## src/rtl/bic_pkg.sv

```systemverilog
// Shared helpers for the segmented bus-invert encoder.
// Width helpers, popcount and saturating accumulate used by the stats option.
package bic_pkg;

   localparam int STAT_W = 32;
   localparam int PC_MAX = 64;

   function automatic int cnt_w(input int seg_w);
      return $clog2(seg_w + 1);
   endfunction

   function automatic int cost_w(input int seg_w);
      return cnt_w(seg_w) + 1;
   endfunction

   // Segments wider than PC_MAX bits are not supported.
   function automatic logic [7:0] popcount(input logic [PC_MAX-1:0] v);
      logic [7:0] n;
      n = '0;
      for (int b = 0; b < PC_MAX; b++) begin
         n = n + 8'(v[b]);
      end
      return n;
   endfunction

   function automatic logic [STAT_W-1:0] sat_add(
      input logic [STAT_W-1:0] a,
      input logic [STAT_W-1:0] b
   );
      logic [STAT_W:0] s;
      s = {1'b0, a} + {1'b0, b};
      return s[STAT_W] ? '1 : s[STAT_W-1:0];
   endfunction

endpackage

```

## src/rtl/bic_seg_decide.sv

```systemverilog
// One segment of the bus-invert decision: compares toggle cost of the
// true and inverted word against the value currently held on the bus.
module bic_seg_decide
   import bic_pkg::*;
#(
   parameter int SEG_W = 8
) (
   input  logic [SEG_W-1:0]         s_seg,
   input  logic [SEG_W-1:0]         prev_seg,
   input  logic                     prev_inv,
   input  logic                     bic_en,
   output logic [SEG_W-1:0]         enc_seg,
   output logic                     inv,
   output logic [cost_w(SEG_W)-1:0] saved
);

   localparam int CW = cnt_w(SEG_W);
   localparam int KW = cost_w(SEG_W);

   logic [CW-1:0] p;
   logic [KW-1:0] cost_true;
   logic [KW-1:0] cost_inv;
   logic          do_inv;

   assign p         = CW'(popcount(PC_MAX'(s_seg ^ prev_seg)));
   assign cost_true = KW'(p) + KW'(prev_inv);
   assign cost_inv  = KW'(SEG_W) - KW'(p) + KW'(!prev_inv);

   // Strict compare: a tie keeps the true polarity.
   assign do_inv  = bic_en && (cost_inv < cost_true);
   assign enc_seg = do_inv ? ~s_seg : s_seg;
   assign inv     = do_inv;
   assign saved   = do_inv ? (cost_true - cost_inv) : '0;

endmodule

```

## src/rtl/bic_encoder_pipe.sv

```systemverilog
// Registered segmented bus-invert encoder behind a valid/ready handshake.
// Optional BIC_STATS_EN adds inversion / saved-toggle counters.
module bic_encoder_pipe
   import bic_pkg::*;
#(
   parameter int DATA_W = 32,
   parameter int SEG_W  = 8
) (
   input  logic                     clk,
   input  logic                     rst,
   input  logic                     bic_en,
   input  logic                     s_valid,
   output logic                     s_ready,
   input  logic [DATA_W-1:0]        s_data,
   output logic                     m_valid,
   input  logic                     m_ready,
   output logic [DATA_W-1:0]        m_data,
`ifdef BIC_STATS_EN
   input  logic                     stat_clr,
   output logic [STAT_W-1:0]        stat_inv_cnt,
   output logic [STAT_W-1:0]        stat_saved,
`endif
   output logic [DATA_W/SEG_W-1:0]  m_inv
);

   localparam int NSEG = DATA_W / SEG_W;
   localparam int KW   = cost_w(SEG_W);

   logic                        accept;
   logic [DATA_W-1:0]           enc_data;
   logic [NSEG-1:0]             enc_inv;
   logic [NSEG-1:0][KW-1:0]     seg_saved;

   assign s_ready = !m_valid || m_ready;
   assign accept  = s_valid && s_ready;

   for (genvar k = 0; k < NSEG; k++) begin : g_seg
      bic_seg_decide #(.SEG_W(SEG_W)) u_dec (
         .s_seg    (s_data[k*SEG_W +: SEG_W]),
         .prev_seg (m_data[k*SEG_W +: SEG_W]),
         .prev_inv (m_inv[k]),
         .bic_en   (bic_en),
         .enc_seg  (enc_data[k*SEG_W +: SEG_W]),
         .inv      (enc_inv[k]),
         .saved    (seg_saved[k])
      );
   end

   // Bus state only moves on accept, so it doubles as the reference.
   always_ff @(posedge clk) begin
      if (rst) begin
         m_valid <= 1'b0;
         m_data  <= '0;
         m_inv   <= '0;
      end else if (accept) begin
         m_valid <= 1'b1;
         m_data  <= enc_data;
         m_inv   <= enc_inv;
      end else if (m_ready) begin
         m_valid <= 1'b0;
      end
   end

`ifdef BIC_STATS_EN
   logic [STAT_W-1:0] inv_sum;
   logic [STAT_W-1:0] saved_sum;

   always_comb begin
      inv_sum   = '0;
      saved_sum = '0;
      for (int k = 0; k < NSEG; k++) begin
         inv_sum   = inv_sum + STAT_W'(enc_inv[k]);
         saved_sum = saved_sum + STAT_W'(seg_saved[k]);
      end
   end

   always_ff @(posedge clk) begin
      if (rst || stat_clr) begin
         stat_inv_cnt <= '0;
         stat_saved   <= '0;
      end else if (accept) begin
         stat_inv_cnt <= sat_add(stat_inv_cnt, inv_sum);
         stat_saved   <= sat_add(stat_saved, saved_sum);
      end
   end
`else
   logic unused_saved;
   assign unused_saved = ^seg_saved;
`endif

endmodule

```

## config.mk

```make
export PLATFORM = sky130hd
export DESIGN_NAME = bic_encoder_pipe
export DESIGN_NICKNAME = d
export VERILOG_FILES = /design/src/rtl/bic_pkg.sv /design/src/rtl/bic_seg_decide.sv /design/src/rtl/bic_encoder_pipe.sv
export SDC_FILE = /design/constraint.sdc
export NUM_CORES = 1
export LEC_CHECK = 0
export ABC_AREA = 1
export ABC_CLOCK_PERIOD_IN_PS = 5450
export BUFFER_PORTS_ARGS = -buffer_cell sky130_fd_sc_hd__buf_2
export CORE_MARGIN = 3
export CORE_UTILIZATION = 50
export CTS_BUF_LIST = sky130_fd_sc_hd__clkbuf_4
export DETAILED_ROUTE_END_ITERATION = 8
export PLACE_DENSITY = 0.74
export SLEW_MARGIN = 10
export SYNTH_ARGS = -nofsm -noshare
export SYNTH_HDL_FRONTEND = slang
export SYNTH_SLANG_ARGS = --single-unit
```

## constraint.sdc

```tcl
create_clock -name clk -period 5.45 [get_ports clk]
set_input_delay 0.545 -clock clk [delete_from_list [all_inputs] [get_ports clk]]
set_output_delay 0.545 -clock clk [all_outputs]
set_load 0.01 [all_outputs]
```

==> reports/results.ini <==
[cells_and_area]
final_common_cell = nand2_1
instances_no_fill = 699
final_cell_mix = nand2_1, inv_1, buf_2, nor2_1, ha_1
nNetsFinal = 694
finalInstanceArea_mm2 = 0.00417
areaGrowthSynthToFinish_pct = 12.5
fillers = 696
n_antenna_cell = 0
drive_above_1_share_pct = 16.1

[worst_setup_path]
worstPathMaxFanout = 9
critPathKind = reg2reg
cp_common_cell = fa_1
setup.worst_path.end_class = flip-flop
crit_family = adder cells
crit_chain = xor2_1, ha_1, fa_1, inv_1, fa_1, fa_1, fa_1, xnor2_1, nand3_1, xor2_1, ha_1, nand4_1, nand3_2, nand2_1, nand3_1, nand2_1, inv_1
crit_buf_inv = 2
cp_slowest_stage_delay_ns = 0.54
crit_slowest_cell = fa_1
arrival_ns = 5.20
worstSetupStartpointType = flip-flop
worstPathRequired_ns = 5.75

[synth]
ys_top_cells_by_area = dfxtp_1, nand2_1, ha_1, inv_1, fa_1
yosys_warnings = 0
ys_seq_area_share_pct = 20.0
syn_inst = 534
yosys.area.top_type = dfxtp_1
netlist_area_mm2 = 0.00371
synth.avg_cell_area_um2 = 6.94
syn-num-nets = 625
synth_top_area_share_pct = 20.0
synth.distinct_cells = 26
ys_ff_latch = 37

[global_routing]
grtUsageMet2_pct = 38.1
grt_pass1_vias = 3354
grt_max_degree = 54
met3_usage_pct = 3.53
grt_overflow = 0
grtUsageTotal_pct = 20.5
met1_usage_pct = 24.4
antenna_found_initial = 0
top_usage_layer = met2
grt_pass1_wl_mm = 14.5

[cts]
insertion_delay_ns = 0.34
clock_sinks = 37
cts_setup_buffers = 0
cts_inserted_buffers = 5
clkTransAtPathRegs_ns = 0.12
cts_tree = yes
ctsResizeCount = 0
h-tree-depth = 2
hold_buffers = 0
cts_root_buf = clkbuf_4
clk_path_buf_depth = 2

[outcome]
status = complete, no violations

[route]
finalWirelength_mm = 8.47
drc = 0
wire_per_inst_um = 12.1
route.vias.total = 3443
viasPerCell = 4.93
drtIter0Drc = 168
firstDrtPassIters = 4
detail-route-antenna-nets = 0

[place]
dp_hpwl_mm = 6.52
gp_congestion = 0.835
port_buffers = 74
placed_area_mm2 = 0.00412
dp_cells = 692
pre_cts_slack_ns = 0.275

[sta]
slew_viol_final = 0
clock_skew_ns = 0.0133
finalCritPeriodShare_pct = 89.9
fin_crit_ns = 4.90
rsz0062_at_grt = no
tightest_slew_ns = 0.571
setup_violations = 0
hold_viol_final = 0
slew_headroom_pct = 61.6
fmax_mhz = 204
setup_slack_ns = 0.548
fin_tns_setup_ns = 0

[floorplan]
io_pins = 75
fp.dieW_um = 92.1
fp-row-count = 30
start_util_pct = 53.1
dieArea_mm2 = 0.00849
die_h_um = 92.1
core_mm2 = 0.00698

[run]
drv_cap = 0

[worst_hold_path]
hold_class = in2reg

-- cell families after synthesis --
kind of cell,after synthesis,share of synthesized area [%]
flip-flops,37,20.0
AND/OR/NAND/NOR,268,31.7
XOR/XNOR,52,12.3
AO/OA/AOI/OAI,17,2.60
adder cells (fa/ha/maj),54,21.5
buffers and inverters,106,11.9
-- registers in the layout, summed over array words and instances (netlist names) --
name and flops:
m_data 32, m_inv 4, m_valid 1
-- worst register-to-register path, stage by stage, from the launching register on --
cell and delay (ns):
dfxtp_1 0.36, xor2_1 0.17, ha_1 0.32, fa_1 0.54, inv_1 0.06, fa_1 0.50
fa_1 0.46, fa_1 0.39, xnor2_1 0.44, nand3_1 0.17, xor2_1 0.19, ha_1 0.33
nand4_1 0.35, nand3_2 0.32, nand2_1 0.09, nand3_1 0.07, nand2_1 0.06, inv_1 0.05
-- metrics by stage --
stage               util [%]  hold WS [ns]
finish                  59.8         0.484
global route            59.8         0.468
CTS                     59.8         0.467
detailed placement      59.1         0.492
global placement        59.1         0.475
floorplan                  -         0.461
-- path summary, 6_finish.rpt --
kind / from / end / slack (ns) / cells past startpoint
worst max-delay path: m_data[16]$_SDFFE_PP0P_ / m_data[23]$_SDFFE_PP0P_ / 0.55 / 17
worst min-delay path: s_valid / m_valid$_SDFFE_PP0P_ / 0.48 / 3
worst max register to register: m_data[16]$_SDFFE_PP0P_ / m_data[23]$_SDFFE_PP0P_ / 0.55 / 17
worst min register to register: m_inv[0]$_SDFFE_PP0P_ / m_inv[0]$_SDFFE_PP0P_ / 0.50 / 2
-- cells in the mapped netlist (all sizes together) --
cell    count
a21oi       7
buf        16
clkinv      2
dfxtp      37
fa         16
ha         38
inv        88
nand2     134
nand3      36
nand3b      1
nand4      28
nor2       65
nor3        4
o21ai      10
xnor2      23
xor2       29
-- cell type report --
| type | instances | area [µm²] | area share, % |
|---|---|---|---|
| clock inverters | 1 | 3.75 | 0.0900 |
| flip-flops and latches | 37 | 741 | 17.8 |
| inverters | 90 | 338 | 8.10 |
| repair buffers | 78 | 400 | 9.60 |
| clock buffers | 6 | 45.0 | 1.08 |
| multi-input cells | 391 | 2520 | 60.5 |
| well taps | 96 | 120 | 2.88 |
-- routing by layer --
metal | wire (µm) | vias to the layer above
met4 | 72 | 0
met1 | 3800 | 1581
met5 | 0 | -
met2 | 4250 | 64
met3 | 355 | 7
li1 | - | 1791
Power is not shown: default switching activity piles up to over one toggle a cycle in this logic, so the estimate is an artifact.
